--- config.mk ---
export PLATFORM = sky130hd
export DESIGN_NAME = pitch_shift_ctrl_flat
export DESIGN_NICKNAME = d
export VERILOG_FILES = /design/src/rtl/audio_pkg.sv /design/src/rtl/pitch_shift_ctrl_if.sv /design/src/rtl/sat_ramp.sv /design/src/rtl/pitch_shift_ctrl.sv /design/src/flat_wrapper.sv
export SDC_FILE = /design/constraint.sdc
export NUM_CORES = 1
export LEC_CHECK = 0
export BUFFER_PORTS_ARGS = -buffer_cell sky130_fd_sc_hd__buf_2
export CAP_MARGIN = 20
export CORE_AREA = 4 4 109 111
export DETAILED_ROUTE_END_ITERATION = 10
export DIE_AREA = 0 0 113 115
export PLACE_DENSITY = 0.81
export SYNTH_ARGS = -nofsm -noshare
export SYNTH_HDL_FRONTEND = slang
export SYNTH_SLANG_ARGS = --single-unit
--- constraint.sdc ---
create_clock -name CLOCK_50 -period 7.1 [get_ports CLOCK_50]
set_input_delay 1.065 -clock CLOCK_50 [delete_from_list [all_inputs] [get_ports CLOCK_50]]
set_output_delay 1.065 -clock CLOCK_50 [all_outputs]
set_load 0.01 [all_outputs]
--- src/rtl/audio_pkg.sv ---
// Shared constants, state encoding and ratio clamp for the pitch-shift sequencer.
package audio_pkg;

    localparam logic [15:0] UNITY_RATIO = 16'h0100;
    localparam logic [15:0] UNITY_GAIN  = 16'hFFFF;
    localparam logic [15:0] MIN_RATIO   = 16'h0080;
    localparam logic [15:0] MAX_RATIO   = 16'h0200;
    localparam logic [15:0] GLIDE_STEP  = 16'h0004;
    localparam logic [15:0] FADE_STEP   = 16'h0400;
    localparam int unsigned FLUSH_TICKS = 64;
    localparam int unsigned FLUSH_W     = 7;
    localparam logic [FLUSH_W-1:0] FLUSH_LAST = 7'(FLUSH_TICKS - 1);

    typedef enum logic [2:0] {
        BYPASS   = 3'd0,
        ACTIVE   = 3'd1,
        FADE_OUT = 3'd2,
        SWITCH   = 3'd3,
        FADE_IN  = 3'd4
    } psc_state_t;

    function automatic logic [15:0] clamp_ratio(input logic [15:0] ratio);
        logic [15:0] res;
        if (ratio < MIN_RATIO) begin
            res = MIN_RATIO;
        end else if (ratio > MAX_RATIO) begin
            res = MAX_RATIO;
        end else begin
            res = ratio;
        end
        return res;
    endfunction

endpackage

--- src/rtl/pitch_shift_ctrl_if.sv ---
// Request/response and shifter-control bundle between the host side and the sequencer.
interface pitch_shift_ctrl_if;
    logic        tick;
    logic        req_valid;
    logic        req_ready;
    logic        req_enable;
    logic [15:0] req_ratio;
    logic        shifter_enable;
    logic [15:0] pitch_ratio;
    logic [15:0] fade_gain;
    logic        busy;

    modport master (
        output tick, req_valid, req_enable, req_ratio,
        input  req_ready, shifter_enable, pitch_ratio, fade_gain, busy
    );

    modport slave (
        input  tick, req_valid, req_enable, req_ratio,
        output req_ready, shifter_enable, pitch_ratio, fade_gain, busy
    );
endinterface

--- src/rtl/sat_ramp.sv ---
// Moves a 16-bit value toward a target by at most one step; never overshoots or wraps.
module sat_ramp (
    input  logic [15:0] value_i,
    input  logic [15:0] target_i,
    input  logic [15:0] step_i,
    input  logic        advance_i,
    output logic [15:0] next_o,
    output logic        at_target_o
);
    logic signed [16:0] diff_s;
    logic signed [16:0] step_s;

    // Signed 17-bit distance decides between a full step and snapping onto the target.
    always_comb begin
        diff_s = $signed({1'b0, target_i}) - $signed({1'b0, value_i});
        step_s = $signed({1'b0, step_i});
        if (!advance_i) begin
            next_o = value_i;
        end else if (diff_s > step_s) begin
            next_o = value_i + step_i;
        end else if (diff_s < -step_s) begin
            next_o = value_i - step_i;
        end else begin
            next_o = target_i;
        end
    end

    assign at_target_o = (next_o == target_i);
endmodule

--- src/rtl/pitch_shift_ctrl.sv ---
// Pitch-shifter sequencer: ratio glide while active and a mute/switch/unmute
// sequence around enable changes.
module pitch_shift_ctrl
    import audio_pkg::*;
(
    input  logic               CLOCK_50,
    input  logic               resetn,
    pitch_shift_ctrl_if.slave  bus
);
    psc_state_t           state_q, state_d;
    logic                 shifter_enable_q, shifter_enable_d;
    logic [15:0]          pitch_ratio_q, pitch_ratio_d;
    logic [15:0]          fade_gain_q, fade_gain_d;
    logic [15:0]          target_ratio_q, target_ratio_d;
    logic                 target_en_q, target_en_d;
    logic [FLUSH_W-1:0]   flush_q, flush_d;

    logic                 accept_s;
    logic [15:0]          req_clamped_s;
    logic [15:0]          ratio_next_s, gain_next_s, gain_tgt_s;
    logic                 ratio_at_s, gain_at_s;

    assign bus.req_ready      = (state_q == BYPASS) || (state_q == ACTIVE);
    assign accept_s           = bus.req_valid && bus.req_ready;
    assign req_clamped_s      = clamp_ratio(bus.req_ratio);
    assign gain_tgt_s         = (state_q == FADE_IN) ? UNITY_GAIN : 16'h0000;

    assign bus.shifter_enable = shifter_enable_q;
    assign bus.pitch_ratio    = pitch_ratio_q;
    assign bus.fade_gain      = fade_gain_q;
    assign bus.busy           = (state_q == FADE_OUT) || (state_q == SWITCH) || (state_q == FADE_IN);

    sat_ramp u_ratio_ramp (
        .value_i     (pitch_ratio_q),
        .target_i    (target_ratio_q),
        .step_i      (GLIDE_STEP),
        .advance_i   (bus.tick),
        .next_o      (ratio_next_s),
        .at_target_o (ratio_at_s)
    );

    sat_ramp u_gain_ramp (
        .value_i     (fade_gain_q),
        .target_i    (gain_tgt_s),
        .step_i      (FADE_STEP),
        .advance_i   (bus.tick),
        .next_o      (gain_next_s),
        .at_target_o (gain_at_s)
    );

    // Next-state and register updates; tick steps always use the pre-accept registers.
    always_comb begin
        state_d          = state_q;
        shifter_enable_d = shifter_enable_q;
        pitch_ratio_d    = pitch_ratio_q;
        fade_gain_d      = fade_gain_q;
        target_ratio_d   = target_ratio_q;
        target_en_d      = target_en_q;
        flush_d          = flush_q;
        case (state_q)
            BYPASS: begin
                if (accept_s) begin
                    target_ratio_d = req_clamped_s;
                    target_en_d    = bus.req_enable;
                    // Shifter is off, so the ratio can jump without being heard.
                    if (bus.req_enable) begin
                        state_d = FADE_OUT;
                    end else begin
                        pitch_ratio_d = req_clamped_s;
                    end
                end else begin
                    state_d = BYPASS;
                end
            end
            ACTIVE: begin
                if (bus.tick) begin
                    pitch_ratio_d = ratio_at_s ? target_ratio_q : ratio_next_s;
                end else begin
                    pitch_ratio_d = pitch_ratio_q;
                end
                if (accept_s) begin
                    target_ratio_d = req_clamped_s;
                    target_en_d    = bus.req_enable;
                    state_d        = bus.req_enable ? ACTIVE : FADE_OUT;
                end else begin
                    state_d = ACTIVE;
                end
            end
            FADE_OUT: begin
                if (bus.tick) begin
                    fade_gain_d = gain_next_s;
                    if (gain_at_s) begin
                        state_d          = SWITCH;
                        shifter_enable_d = target_en_q;
                        pitch_ratio_d    = target_ratio_q;
                        flush_d          = 7'd0;
                    end else begin
                        state_d = FADE_OUT;
                    end
                end else begin
                    state_d = FADE_OUT;
                end
            end
            SWITCH: begin
                if (bus.tick) begin
                    flush_d = flush_q + 7'd1;
                    state_d = (flush_q == FLUSH_LAST) ? FADE_IN : SWITCH;
                end else begin
                    state_d = SWITCH;
                end
            end
            FADE_IN: begin
                if (bus.tick) begin
                    fade_gain_d = gain_next_s;
                    if (gain_at_s) begin
                        state_d = shifter_enable_q ? ACTIVE : BYPASS;
                    end else begin
                        state_d = FADE_IN;
                    end
                end else begin
                    state_d = FADE_IN;
                end
            end
            default: begin
                state_d = BYPASS;
            end
        endcase
    end

    // State and output registers with synchronous active-low reset.
    always_ff @(posedge CLOCK_50) begin
        if (!resetn) begin
            state_q          <= BYPASS;
            shifter_enable_q <= 1'b0;
            pitch_ratio_q    <= UNITY_RATIO;
            fade_gain_q      <= UNITY_GAIN;
            target_ratio_q   <= UNITY_RATIO;
            target_en_q      <= 1'b0;
            flush_q          <= 7'd0;
        end else begin
            state_q          <= state_d;
            shifter_enable_q <= shifter_enable_d;
            pitch_ratio_q    <= pitch_ratio_d;
            fade_gain_q      <= fade_gain_d;
            target_ratio_q   <= target_ratio_d;
            target_en_q      <= target_en_d;
            flush_q          <= flush_d;
        end
    end
endmodule
--- src/flat_wrapper.sv ---
// flat-port wrapper written by rule: the top's interface ports become plain ports
module pitch_shift_ctrl_flat import audio_pkg::*;
  (CLOCK_50, resetn, bus_tick, bus_req_valid, bus_req_enable, bus_req_ratio, bus_req_ready, bus_shifter_enable, bus_pitch_ratio, bus_fade_gain, bus_busy);
  pitch_shift_ctrl_if bus_i ();
  input  logic CLOCK_50;
  input  logic resetn;
  input wire logic [$bits(bus_i.tick)-1:0] bus_tick;
  input wire logic [$bits(bus_i.req_valid)-1:0] bus_req_valid;
  input wire logic [$bits(bus_i.req_enable)-1:0] bus_req_enable;
  input wire logic [$bits(bus_i.req_ratio)-1:0] bus_req_ratio;
  output wire logic [$bits(bus_i.req_ready)-1:0] bus_req_ready;
  output wire logic [$bits(bus_i.shifter_enable)-1:0] bus_shifter_enable;
  output wire logic [$bits(bus_i.pitch_ratio)-1:0] bus_pitch_ratio;
  output wire logic [$bits(bus_i.fade_gain)-1:0] bus_fade_gain;
  output wire logic [$bits(bus_i.busy)-1:0] bus_busy;
  assign bus_i.tick = bus_tick;
  assign bus_i.req_valid = bus_req_valid;
  assign bus_i.req_enable = bus_req_enable;
  assign bus_i.req_ratio = bus_req_ratio;
  assign bus_req_ready = bus_i.req_ready;
  assign bus_shifter_enable = bus_i.shifter_enable;
  assign bus_pitch_ratio = bus_i.pitch_ratio;
  assign bus_fade_gain = bus_i.fade_gain;
  assign bus_busy = bus_i.busy;
  pitch_shift_ctrl u_core (.CLOCK_50(CLOCK_50), .resetn(resetn), .bus(bus_i));
endmodule
### Word-level counts from Yosys, hierarchy flattened

Index checks and enable logic that the tools add are counted.

| operators by class | value |
|---|---|
| $add $sub $neg | 7 |
| order comparisons | 6 |
| equality and inequality tests | 14 |
| mux-type cells | 32 |
| reduce and logical (&&, ||, !) cells | 14 |

Operator list:

| cell | number |
|---|---|
| 2-to-1 mux 16 bit | 15 |
| one-hot mux 16 bit (3 select lines) | 1 |
| subtractor 16 x 16 -> 17 bit | 2 |
| == test 16 bit | 2 |
| 2-to-1 mux 3 bit | 7 |
| 2-to-1 mux 7 bit | 3 |
| > comparator 17 x 12 -> 1 bit (second input constant) | 1 |
| > comparator 17 x 4 -> 1 bit (second input constant) | 1 |
| less-than comparator 17 x 11 -> 1 bit (second input constant) | 1 |
| less-than comparator 17 x 3 -> 1 bit (second input constant) | 1 |
| adder 16 x 11 -> 16 bit (second input constant) | 1 |
| adder 16 x 3 -> 16 bit (second input constant) | 1 |
| > comparator 16 x 10 -> 1 bit (second input constant) | 1 |
| less-than comparator 16 x 8 -> 1 bit (second input constant) | 1 |
| subtractor 16 x 11 -> 16 bit (second input constant) | 1 |
| subtractor 16 x 3 -> 16 bit (second input constant) | 1 |
| one-hot mux 3 bit (5 select lines) | 1 |
| one-hot mux 7 bit (2 select lines) | 1 |
| != test 2 bit (second input constant) | 4 |
| adder 7 x 1 -> 7 bit (second input constant) | 1 |
| == test 7 x 6 -> 1 bit (second input constant) | 1 |
| == test 3 x 2 -> 1 bit (second input constant) | 2 |
| AND reduction 6 bit | 1 |
| != test 2 x 1 -> 1 bit (second input constant) | 2 |
| other kinds (14) | 20 |

| storage, ports and cells | value |
|---|---|
| register bits | 60 |
| input port bits | 21 |
| output and inout bits | 35 |
| logic and storage cells | 80 |

### Logic depth before layout (Yosys ltp)

| depth | value |
|---|---|
| depth after elaboration | 11 |
| gate-level depth with buffers | 25 |
| mapped depth without buffers | 18 |

### Cells and area by module

A second synthesis with hierarchy kept.

| second synthesis, totals | value |
|---|---|
| cell total of the unflattened synthesis | 1,609 |
| area total of the unflattened synthesis | 11,755.0 um^2 |

Modules (own cells, without submodules):

| module | times used | cells each | area each (um^2) | seq. area each (um^2) |
|---|---|---|---|---|
| sat_ramp (u_core.u_ratio_ramp) | 1 | 653 | 4,670.7 | 0.0 |
| sat_ramp (u_core.u_gain_ramp) | 1 | 653 | 4,516.8 | 0.0 |
| pitch_shift_ctrl | 1 | 303 | 2,567.5 | 1,201.2 |

### Worst setup path before layout

Ideal clock, no wire load.

| timing path | value |
|---|---|
| kind | reg2reg |
| start | register u_core.state_q[2] |
| end | register u_core.pitch_ratio_q[3] (netlist: u_core.bus.pitch_ratio[3]) |
| setup time | 86 ps |
| data arrival time | 5,095 ps |
| data required time | 7,014 ps |
| path slack | 1,919 ps |
| cell stages (with the launch flop) | 23 |
| buffers on the path | 5 |
| clock period less this slack | 5,181 ps |
| path through | dfxtp_1 buf_4 nor3b_4 inv_2 clkbuf_1 clkbuf_1 ha_1 clkbuf_1 inv_1 ha_1 nor2b_1 nand2_1 o32ai_1 nand3_1 a211oi_4 a21oi_2 a221o_1 or2_0 a2111o_1 mux2_4 o21a_4 buf_6 a221oi_2 |

| on the way | value |
|---|---|
| longest elaborated chain between the ends | 10 |
| elaborated cells between the ends (all ways) | 22 |
| those cells by class | add/sub: 1; order compare: 2; eq/ne: 9; mux: 5; reduce/logical: 5 |

Ends and longest elaborated chain:

| element | line | text |
|---|---|---|
| from (decl) | pitch_shift_ctrl.sv:10 | `psc_state_t state_q, state_d;` |
| from (signal assigned) | pitch_shift_ctrl.sv:141 | `state_q <= state_d;` |
| == test 3 bit | pitch_shift_ctrl.sv:26 | `assign gain_tgt_s = (state_q == FADE_IN) ? UNITY_GAIN : 16'h0000;` |
| 2-to-1 mux 16 bit | pitch_shift_ctrl.sv:26 |  |
| subtractor 16 x 16 -> 17 bit | sat_ramp.sv:15 | `diff_s = $signed({1'b0, target_i}) - $signed({1'b0, value_i});` |
| less-than comparator 17 x 11 -> 1 bit | sat_ramp.sv:21 | `end else if (diff_s < -step_s) begin` |
| 2-to-1 mux 16 bit | sat_ramp.sv:21 |  |
| 2-to-1 mux 16 bit | sat_ramp.sv:19 | `end else if (diff_s > step_s) begin` |
| 2-to-1 mux 16 bit | sat_ramp.sv:17 | `if (!advance_i) begin` |
| == test 16 bit | sat_ramp.sv:28 | `assign at_target_o = (next_o == target_i);` |
| != test 2 x 1 -> 1 bit (no source line) | n/a |  |
| AND reduction 6 bit (no source line) | n/a |  |
| to (signal assigned) | pitch_shift_ctrl.sv:143 | `pitch_ratio_q <= pitch_ratio_d;` |
| to (decl) | pitch_shift_ctrl.sv:12 | `logic [15:0] pitch_ratio_q, pitch_ratio_d;` |

Parallel ways exist; a longest one is shown, timed or not.
A chain may end at the register's enable or synchronous reset.

### Final worst setup path

| timing path | value |
|---|---|
| start | register u_core.state_q[0] |
| end | register u_core.pitch_ratio_q[14] (netlist: u_core.bus.pitch_ratio[14]) |

The elaborated chain is that of the path after synthesis.

==> summary.md <==
| Metric | Value |
|---|---|
| Status | `completed` |
| Post-route DRC | `0` |
| Largest net degree at the start of global routing | `49` |
| Die ar. | `13,000 µm²` |
| Finished Core Util | `64.72%` |
| Critical Path RT | `7300 ps` |
| Final setup vio count | `0` |
| Final HPWL from detailed placement | `14.54 mm` |
| Total grt overflow | `0` |
| Final GP Congestion | `about 0.97` |
| Post-synth EDFFs | `0` |
| PostCTS Resize Cnt | `0` |
| Antenna violations before repair | `0` |
| RSZ-0062 raised after global routing | `no` |
| Row cnt | `38` |
| Setup TNS | `0 ps` |
| Net Sw Power | `422.8 µW` |
| DRT Pass-1 Iters | `6` |
| Hold WC Path Type | `flip-flop to flip-flop` |
| Slew HR | `between 20% and 30%` |
| Postcts setup bufs | `0` |
| Seq pwr share | `35.2%` |
| Number of buffers and inverters on the critical path | `3` |
| CTS tree | `done` |
| Clock-pin transition on the worst setup and hold timing paths | `70 ps` |
| Synth unique cells | `between 90 and 100` |
| Clk network pwr share | `roughly 29%` |
| Final Slew Violations | `0` |
| Crit start category | `flip-flop` |
| CTS Buffer Depth | `2` |
| WS Path Type | `flip-flop to flip-flop` |
| Layout cell share with drive strength beyond 1 | `a little under an eighth` |
| Period utilisation layout | `85.65%` |
| Syn Area/Cell | `around 7 µm²` |
| Crit. End Element | `flip-flop` |
| Via density | `6.873` |
| Vias in the first global route | `roughly 6,400` |
| Final Hold Viols | `0` |
| Period minus WS final | `~6100 ps` |
| Syn Nets | `around 970` |
| Worst Tran Pin Value | `roughly 1100 ps` |
| Peak supply drop | `between 0.1 and 0.15 mV` |
| #FFs+latches synth | `60` |
| Htree depth | `3` |
| Gr usage total | `a little under a third` |
| Combinational share of power | `36.2%` |
| Clk_skew | `~13 ps` |
| Starting Density | `roughly three fifths` |
| Wire per inst | `18.84 µm` |
| Die X | `between 100 and 150 µm` |
| Synth warn | `0` |
| Critical-path top delay cell | `a31oi_1` |
| Via count | `7,313` |
| CP Max Fanout | `22` |
| CTS Buf Count | `9` |
| Mapped Area | `6639 µm²` |
| Area of the core | `10,790 µm²` |
| # port buffers | `55` |
| CTS root buf | `clkbuf_8` |
| CP max stage delay | `790 ps` |
| WP data arrival | `about 6300 ps` |
| R2R setup slack | `1020 ps` |
| Sequential share of the synthesized area | `between 10% and 20%` |
| Die Y | `115 µm` |
| P_int | `about 660 µW` |
| Diodes inserted | `0` |
| First-pass GRT wire length | `32.17 mm` |
| Async S/R FF share, synth | `0%` |
| Ports | `56` |
| Sink Count | `60` |
| FMAX | `roughly 160 MHz` |
| Hold buffer count at cts | `0` |
| Post-layout nets | `964` |
| Number of max-cap violations | `0` |
| Antenna-violating nets left | `0` |
| Initial DRC Count | `between 1,000 and 1,500` |
| Dominant synthesized flop cell | `dfxtp_1` |
| Layout area overhead | `5.221%` |
| Sequence of cells on the critical path | `nor3b_4 -> buf_4 -> inv_2 -> ha_1 -> inv_1 -> ha_1 -> nor2b_1 -> nand2_1 -> o32ai_1 -> xnor2_1 -> o31ai_4 -> a31oi_1 -> a211oi_1 -> o22ai_1 -> o2111ai_1 -> mux2_4 -> o21a_4 -> a221oi_1 -> a211oi_1` |
| PD cells | `155.6 nW/µm²` |
| Crit path max-delay family | `compound AO/OA/AOI/OAI gates` |
| Final Routed Wirelength | `around 20 mm` |
| LEAKAGE | `0.002609 µW` |
| Gate Count Post-Synth | `around 900` |
| Clk_lat worst skew | `370 ps` |
| Net Sw Frac | `38.90%` |
==> cells in the mapped netlist (8+ instances only) <==
cell / count / share of area, %
nor2b_1: 12 / 1.1
xor2_1: 20 / 2.6
o2111ai_1: 9 / 1.2
nand3_1: 44 / 3.3
a211oi_1: 17 / 1.9
o211ai_1: 12 / 1.4
a31oi_1: 15 / 1.4
a21oi_1: 57 / 4.3
a221oi_1: 14 / 1.8
mux2i_1: 8 / 1.2
o21ai_1: 10 / 0.75
buf_2: 12 / 0.90
nand4_1: 12 / 1.1
inv_1: 38 / 2.1
a21o_1: 19 / 2.1
nor3_1: 25 / 1.9
xnor2_1: 36 / 4.7
o22ai_1: 13 / 1.2
nand2_1: 76 / 4.3
nor4_1: 15 / 1.4
o21ai_0: 41 / 3.1
ha_1: 23 / 4.3
dfxtp_1: 60 / 18
clkbuf_1: 60 / 3.4
nor2_1: 83 / 4.7
a2111oi_0: 8 / 1.1
and3_1: 17 / 1.6
or3_1: 9 / 0.85
==> per-stage QoR <==
stage | power (µW) | instances | hold slack, ps | setup slack, ps | area, µm²
6_report | 1087 | 1064 | 478.6 | 1019 | 6985
5_1_grt | 1141 | 1064 | 511.3 | 538.5 | 6985
4_1_cts | 1079 | 1064 | 477.9 | 1165 | 6985
3_5_place_dp | 770.8 | 1048 | 461.7 | 1184 | 6793
3_3_place_gp | 768.0 | 1048 | 452.9 | 1298 | 6793
2_1_floorplan | 678.4 | 926 | 435.7 | 1919 | 6639
==> cell usage in the layout (no fill, tap or decap), drive strengths merged, types with 10 or more instances in the layout <==
cell    count
nor2       83
nand2      76
buf        61
dfxtp      60
a21oi      59
o21ai      52
nand3      44
inv        39
xnor2      36
nor3       25
ha         23
xor2       20
a211oi     20
a21o       19
a221oi     18
and3       17
nor4       17
a31oi      15
o22ai      13
or2        13
nor2b      12
nand4      12
o211ai     12
clkbuf     10
==> per-layer routing <==
layer | track usage [%] | wire length (µm) | vias to the layer above | share of wire [%]
met5 | 0 | 0 | - | 0
met4 | 10.98 | 627 | 0 | 3.1
met3 | 3.526 | 1545 | 63 | 7.7
met2 | 50.63 | 9467 | 417 | 47
met1 | 39.88 | 8405 | 3366 | 42
li1 | - | - | 3467 | -
==> sequential cells by signal, summed over array words and instances, names as in the netlist <==
register and cells:
u_core.bus.fade_gain 16, u_core.target_en_q 1, u_core.bus.shifter_enable 1, u_core.bus.pitch_ratio 16, u_core.state_q 3, u_core.target_ratio_q 16
u_core.flush_q 7
==> power by group through the flow <==
stage | logic, µW | registers [µW] | clock network (µW)
final | 394 | 383 | 310
after global placement | 379 | 389 | 0
after CTS | 384 | 381 | 314
after floorplan | 310 | 369 | 0
after global routing | 430 | 385 | 326
after detailed placement | 382 | 389 | 0
==> path summary, 6_finish.rpt <==
check,cells after the start,to,startpoint
worst max-delay path,19,u_core.bus.pitch_ratio[14],u_core.state_q[0]
worst min-delay path,2,u_core.target_en_q,u_core.target_en_q
worst max register to register,19,u_core.bus.pitch_ratio[14],u_core.state_q[0]
worst min register to register,2,u_core.target_en_q,u_core.target_en_q
==> kinds of logic after synthesis <==
logic type / count (synthesis) / share of synthesized area [%]
AOI/OAI and AO/OA: 304 / 33.40
xor gates and xnor gates: 56 / 7.388
adders and majority gates: 24 / 4.636
buffers and inverters: 120 / 7.463
DFF: 60 / 18.09
muxes: 11 / 1.809
and+or+nand+nor: 351 / 27.21
==> worst register-to-register path, stage by stage, from the launching register on <==
cell and delay (ps):
dfxtp_1 740, nor3b_4 80, buf_4 250, inv_2 360, ha_1 500, inv_1 120
ha_1 340, nor2b_1 200, nand2_1 70, o32ai_1 450, xnor2_1 230, o31ai_4 130
a31oi_1 790, a211oi_1 190, o22ai_1 260, o2111ai_1 210, mux2_4 350, o21a_4 300
a221oi_1 260, a211oi_1 100
==> layout make-up <==
class	count	area [µm²]
multi-input combinational	746	4942
fill	983	3807
sequential	60	1201
timing repair buffer	61	320.3
tap	140	175.2
inverter	41	153.9
clock buffer	10	127.6
clock inverter	6	65.06
(Power assumes the default switching activity.)
